--- config.mk ---
export PLATFORM = sky130hd
export DESIGN_NAME = pipelined_control
export DESIGN_NICKNAME = d
export VERILOG_FILES = /design/src/rtl/pipelined_control.sv
export SDC_FILE = /design/constraint.sdc
export NUM_CORES = 1
export LEC_CHECK = 0
export ABC_AREA = 1
export ABC_CLOCK_PERIOD_IN_PS = 1780
export CORE_MARGIN = 2
export CORE_UTILIZATION = 35
export CTS_CLUSTER_SIZE = 24
export DETAILED_ROUTE_END_ITERATION = 8
export PLACE_DENSITY_LB_ADDON = 0.15
export SLEW_MARGIN = 20
export SYNTH_ARGS = -nofsm -noshare
export SYNTH_HDL_FRONTEND = slang
export SYNTH_SLANG_ARGS = --single-unit
--- constraint.sdc ---
create_clock -name clk -period 1.78 [get_ports clk]
set_input_delay 0.267 -clock clk [delete_from_list [all_inputs] [get_ports clk]]
set_output_delay 0.267 -clock clk [all_outputs]
set_load 0.01 [all_outputs]
--- src/rtl/pipelined_control.sv ---
// Pipelined main control for a 5-stage RV32I core: ID decode, ID/EX, EX/MEM and MEM/WB control
// registers, load-use stall detection, flush bubbles and EX-stage forwarding selects.
module pipelined_control #(
  parameter int unsigned TAM_INS      = 7,
  parameter int unsigned TAM_ALUOP    = 2,
  parameter int unsigned TAM_AUIPCLUI = 2,
  parameter int unsigned TAM_REG      = 5
) (
  input  logic                    clk,
  input  logic                    rst,
  input  logic [31:0]             instruction,
  input  logic                    flush,
  output logic                    stall,
  output logic                    ex_alusrc,
  output logic [TAM_ALUOP-1:0]    ex_aluop,
  output logic [TAM_AUIPCLUI-1:0] ex_auipclui,
  output logic                    ex_branch,
  output logic [1:0]              ex_jump,
  output logic                    ex_illegal,
  output logic [1:0]              fwd_a,
  output logic [1:0]              fwd_b,
  output logic                    mem_memread,
  output logic                    mem_memwrite,
  output logic                    wb_memtoreg,
  output logic                    wb_link,
  output logic                    wb_regwrite,
  output logic [TAM_REG-1:0]      wb_rd
);

  localparam logic [TAM_INS-1:0] OpR     = TAM_INS'(7'b0110011);
  localparam logic [TAM_INS-1:0] OpI     = TAM_INS'(7'b0010011);
  localparam logic [TAM_INS-1:0] OpLoad  = TAM_INS'(7'b0000011);
  localparam logic [TAM_INS-1:0] OpStore = TAM_INS'(7'b0100011);
  localparam logic [TAM_INS-1:0] OpBr    = TAM_INS'(7'b1100011);
  localparam logic [TAM_INS-1:0] OpLui   = TAM_INS'(7'b0110111);
  localparam logic [TAM_INS-1:0] OpAuipc = TAM_INS'(7'b0010111);
  localparam logic [TAM_INS-1:0] OpJal   = TAM_INS'(7'b1101111);
  localparam logic [TAM_INS-1:0] OpJalr  = TAM_INS'(7'b1100111);

  typedef struct packed {
    logic                    alusrc;
    logic [TAM_ALUOP-1:0]    aluop;
    logic [TAM_AUIPCLUI-1:0] auipclui;
    logic                    branch;
    logic [1:0]              jump;
    logic                    illegal;
    logic                    memread;
    logic                    memwrite;
    logic                    memtoreg;
    logic                    link;
    logic                    regwrite;
    logic [TAM_REG-1:0]      rd;
    logic [TAM_REG-1:0]      rs1;
    logic [TAM_REG-1:0]      rs2;
  } idex_t;

  typedef struct packed {
    logic               memread;
    logic               memwrite;
    logic               memtoreg;
    logic               link;
    logic               regwrite;
    logic [TAM_REG-1:0] rd;
  } exmem_t;

  typedef struct packed {
    logic               memtoreg;
    logic               link;
    logic               regwrite;
    logic [TAM_REG-1:0] rd;
  } memwb_t;

  logic [TAM_INS-1:0] opcode;
  logic [TAM_REG-1:0] id_rd, id_rs1, id_rs2;
  logic               uses_rs1, uses_rs2;
  logic               load_use;
  idex_t              dec, idex_d, idex_q;
  exmem_t             exmem_d, exmem_q;
  memwb_t             memwb_d, memwb_q;
  logic               unused_fields;

  assign opcode = instruction[TAM_INS-1:0];
  assign id_rd  = instruction[7 +: TAM_REG];
  assign id_rs1 = instruction[15 +: TAM_REG];
  assign id_rs2 = instruction[20 +: TAM_REG];
  assign unused_fields = ^{instruction[31:25], instruction[14:12]};

  // ID decode
  always_comb begin
    dec      = '0;
    uses_rs1 = 1'b0;
    uses_rs2 = 1'b0;
    case (opcode)
      OpR: begin
        dec.regwrite = 1'b1;
        uses_rs1     = 1'b1;
        uses_rs2     = 1'b1;
      end
      OpI: begin
        dec.alusrc   = 1'b1;
        dec.regwrite = 1'b1;
        dec.aluop    = TAM_ALUOP'(2'b01);
        uses_rs1     = 1'b1;
      end
      OpLoad: begin
        dec.memread  = 1'b1;
        dec.memtoreg = 1'b1;
        dec.alusrc   = 1'b1;
        dec.regwrite = 1'b1;
        dec.aluop    = TAM_ALUOP'(2'b01);
        uses_rs1     = 1'b1;
      end
      OpStore: begin
        dec.memwrite = 1'b1;
        dec.alusrc   = 1'b1;
        dec.aluop    = TAM_ALUOP'(2'b10);
        uses_rs1     = 1'b1;
        uses_rs2     = 1'b1;
      end
      OpBr: begin
        dec.branch = 1'b1;
        dec.alusrc = 1'b1;
        dec.aluop  = TAM_ALUOP'(2'b11);
        uses_rs1   = 1'b1;
        uses_rs2   = 1'b1;
      end
      OpLui: begin
        dec.alusrc   = 1'b1;
        dec.regwrite = 1'b1;
        dec.aluop    = TAM_ALUOP'(2'b01);
        dec.auipclui = TAM_AUIPCLUI'(2'b01);
      end
      OpAuipc: begin
        dec.alusrc   = 1'b1;
        dec.regwrite = 1'b1;
        dec.aluop    = TAM_ALUOP'(2'b01);
        dec.auipclui = TAM_AUIPCLUI'(2'b10);
      end
      OpJal: begin
        dec.alusrc   = 1'b1;
        dec.regwrite = 1'b1;
        dec.aluop    = TAM_ALUOP'(2'b01);
        dec.jump     = 2'b01;
        dec.link     = 1'b1;
      end
      OpJalr: begin
        dec.alusrc   = 1'b1;
        dec.regwrite = 1'b1;
        dec.aluop    = TAM_ALUOP'(2'b01);
        dec.jump     = 2'b10;
        dec.link     = 1'b1;
        uses_rs1     = 1'b1;
      end
      default: dec.illegal = 1'b1;
    endcase
    // rd only carries meaning when the instruction writes the register file
    dec.rd  = dec.regwrite ? id_rd : '0;
    dec.rs1 = id_rs1;
    dec.rs2 = id_rs2;
  end

  assign load_use = idex_q.memread && (idex_q.rd != '0) &&
                    ((uses_rs1 && (id_rs1 == idex_q.rd)) || (uses_rs2 && (id_rs2 == idex_q.rd)));

  // A taken branch/jump squashes the younger instruction, so there is nothing to stall for
  assign stall = load_use && !flush;

  always_comb begin
    idex_d = (flush || load_use) ? '0 : dec;

    exmem_d.memread  = idex_q.memread;
    exmem_d.memwrite = idex_q.memwrite;
    exmem_d.memtoreg = idex_q.memtoreg;
    exmem_d.link     = idex_q.link;
    exmem_d.regwrite = idex_q.regwrite;
    exmem_d.rd       = idex_q.rd;

    memwb_d.memtoreg = exmem_q.memtoreg;
    memwb_d.link     = exmem_q.link;
    memwb_d.regwrite = exmem_q.regwrite;
    memwb_d.rd       = exmem_q.rd;
  end

  always_ff @(posedge clk or posedge rst) begin
    if (rst) begin
      idex_q  <= '0;
      exmem_q <= '0;
      memwb_q <= '0;
    end else begin
      idex_q  <= idex_d;
      exmem_q <= exmem_d;
      memwb_q <= memwb_d;
    end
  end

  // EX/MEM result is younger than MEM/WB, so it wins
  always_comb begin
    fwd_a = 2'b00;
    fwd_b = 2'b00;
    if (exmem_q.regwrite && (exmem_q.rd != '0) && (exmem_q.rd == idex_q.rs1)) begin
      fwd_a = 2'b10;
    end else if (memwb_q.regwrite && (memwb_q.rd != '0) && (memwb_q.rd == idex_q.rs1)) begin
      fwd_a = 2'b01;
    end
    if (exmem_q.regwrite && (exmem_q.rd != '0) && (exmem_q.rd == idex_q.rs2)) begin
      fwd_b = 2'b10;
    end else if (memwb_q.regwrite && (memwb_q.rd != '0) && (memwb_q.rd == idex_q.rs2)) begin
      fwd_b = 2'b01;
    end
  end

  assign ex_alusrc    = idex_q.alusrc;
  assign ex_aluop     = idex_q.aluop;
  assign ex_auipclui  = idex_q.auipclui;
  assign ex_branch    = idex_q.branch;
  assign ex_jump      = idex_q.jump;
  assign ex_illegal   = idex_q.illegal;
  assign mem_memread  = exmem_q.memread;
  assign mem_memwrite = exmem_q.memwrite;
  assign wb_memtoreg  = memwb_q.memtoreg;
  assign wb_link      = memwb_q.link;
  assign wb_regwrite  = memwb_q.regwrite;
  assign wb_rd        = memwb_q.rd;

endmodule

==> flow_metrics.py <==
metrics = {
    "sta": {
        "worstMarginPinSlew_ps": 502,
        "period_needed_ps": 1830,
        "rsz0062_at_grt": "yes",
        "max-slew-margin-rel_pct": 66.4,
        "timing.fmax_mhz": 546,
        "whs_ps": 246,
        "drv_slew": 0,
        "fin_crit_sh_pct": 103,
        "setup_slack_ps": -50.8,
        "clock_skew_ps": 5.97,
        "finalSetupViolations": 3,
        "final-hold-violation-count": 0,
    },
    "global_routing": {
        "grt_pass1_wl_um": 6890,
        "antenna_found_initial": 0,
        "grt_usage_pct": 14.0,
        "grt_pass1_vias": 1561,
        "overflow": 0,
        "grt_max_degree": 34,
    },
    "route": {
        "via_per_inst": 4.14,
        "dr.pass1.iters": 4,
        "drt_iter0_drc": 46,
        "drt_wl_total_um": 4090,
        "vias": 1586,
        "wl_per_cell_um": 10.7,
        "drc": 0,
        "postRouteAntennaNets": 0,
    },
    "layout": {
        "antennaDiodeCount": 0,
        "final_cell_mix": "48 x nor2_1, 43 x dfrtp_1, 42 x buf_4",
        "nets": 345,
        "fill_cells": 519,
        "area_delta_synth_final_pct": 52.3,
        "layout-drive-gt1-share_pct": 28.6,
        "final_common_cell": "nor2_1",
    },
    "synth": {
        "synth.avg_cell_area_um2": 9.32,
        "synth_top_cell_by_area": "dfrtp_1",
        "syn_area_mm2": 0.00201,
        "synth_seq_cells": 45,
        "synth_area_leaders": "dfrtp_1 56%, nor2_1 9.7%, xor2_1 7.0%",
        "yosys.area.top_type_share_pct": 55.9,
        "syn-num-nets": 251,
        "syn-instance-count": 216,
        "ys_seq_area_share_pct": 55.9,
        "yosys_warnings": 0,
        "netlist-cell-type-count": 19,
    },
    "die": {
        "start_util_pct": 36.3,
        "die_w_um": 79.8,
        "die_h_um": 79.8,
        "core_mm2": 0.00554,
        "dieArea_mm2": 0.00637,
        "rows": 27,
        "ios": 59,
    },
    "place": {
        "dpl.hpwl_um": 3060,
        "gp_congestion": 0.812,
        "pre_cts_slack_ps": -519,
        "io_buffer_count": 48,
    },
    "clock_tree": {
        "holdBufCountCts": 0,
        "clk_pin_slew_ps": 80,
        "cts_max_level": 2,
        "cts-buffers-inserted": 5,
        "cts_tree": "yes",
        "clockBufferDepth": 2,
        "worstSkewPairLatency_ps": 290,
        "clock_sinks": 45,
        "clockRootBuffer": "clkbuf_8",
    },
    "power": {
        "p_leak_nw": 1.59,
        "power.total_mw": 1.91,
        "ir_drop_mv": 0.273,
        "powerDensity_mw_per_mm2": 623,
    },
    "run_status": {
        "run_status": "finished with violations",
        "violations": "setup timing",
    },
    "critical_path": {
        "critPathCaptureType": "output pin",
        "crit_arrival_ps": 1560,
        "cp_data_required_time_ps": 1510,
        "cp_max_fo": 4,
        "crit_type": "flop to output pin",
        "start_kind": "flop",
    },
    "worst_hold_path": {
        "hold_path.class": "input pin to async pin",
    },
    "run": {
        "cap_violations": 0,
    },
}
path summary, 6_finish.rpt:
kind,start,end,slack [ps],depth (start not counted)
max in group asynchronous,rst,exmem_q[1],1040,3
min in group clk,instruction[15],idex_q[5],350,3
setup / recovery,exmem_q[3],fwd_a[0],-50,7
setup reg to reg,exmem_d[0],exmem_d[8],310,9
hold / removal,rst,mem_memwrite,250,2
hold reg to reg,exmem_d[6],exmem_q[6],350,0
sequential cells by signal, summed over array words and instances (netlist names), 2 cells and up:
| name | cells |
|---|---|
| ex_aluop | 2 |
| exmem_q | 7 |
| ex_jump | 2 |
| wb_rd | 5 |
| idex_q | 10 |
| exmem_d | 9 |
| ex_auipclui | 2 |
worst max-delay path: stages (launching register included):
cell     delay (ps)
dfrtp_1         440
nor2_1          120
nand2_1         110
o21ai_4         190
nor4_2           70
buf_4           140
nor2_2           80
buf_2           130
metrics by stage:
| step | TNS, ps | util [%] | instances | area [µm²] |
|---|---|---|---|---|
| 6_report | -106 | 55.4 | 383 | 3070 |
| 5_1_grt | -608 | 55.4 | 383 | 3070 |
| 4_1_cts | -448 | 54.0 | 381 | 2990 |
| 3_5_place_dp | -5130 | 50.0 | 358 | 2770 |
| 3_3_place_gp | -4480 | 50.0 | 358 | 2770 |
| 2_1_floorplan | 0 | - | 216 | 2010 |
where the power goes:
part / leakage, nW / switching (mW) / internal, mW
Combinational: 0.935 / 0.118 / 0.134
Sequential: 0.611 / 0.0191 / 1.04
Clock: 0.0450 / 0.325 / 0.272
Total: 1.59 / 0.462 / 1.45
timing repair:
item / CTS / global route
setup endpoints to repair: 5 / 5
pin swaps: 17 / 15
hold endpoints to repair: 0 / 0
gates resized for setup: 45 / 14
setup buffers: 15 / 2
gates cloned: 0 / 0
cell usage after synthesis:
cell type and count:
dfrtp_1 45, buf_4 6, a21oi_1 2, xnor2_1 12, nor2_1 52, nand2_1 30, inv_2 2, inv_1 22
nand4_1 2, nand3_1 8, xor2_1 16, nand2_4 1, buf_8 2, nor2_2 2, nor3_1 5, nor2_4 1
o21ai_0 3, nand2_2 3, nor4_1 2
logic make-up (layout without fill, tap and decap cells):
kind of cell    count (synthesis)  after routing  synth area share, %
compound gates                  5              5                 1.24
xor+xnor                       28             28                 12.2
buf+inv                        32            127                 8.20
flops                          45             45                 55.9
simple gates                  106            106                 22.4
final cells by class:
class                      count  area [µm²]  share of cell area (%)
timing repair buffer          95         848                    27.7
clock inverter                 2        10.0                   0.326
clock buffer                   6        72.6                    2.37
sequential                    45        1130                    36.8
tap                           72        90.1                    2.94
multi-input combinational    139         827                    27.0
inverter                      24        90.1                    2.94
routing by layer:
metal | wire length, µm | vias up | GRT usage (%)
li1 | - | 841 | -
met1 | 1840 | 704 | 18.3
met2 | 2010 | 34 | 23.0
met3 | 161 | 7 | 2.38
met4 | 80 | 0 | 6.10
met5 | 0 | - | 0
No activity file was read; power rests on OpenSTA's default activity.
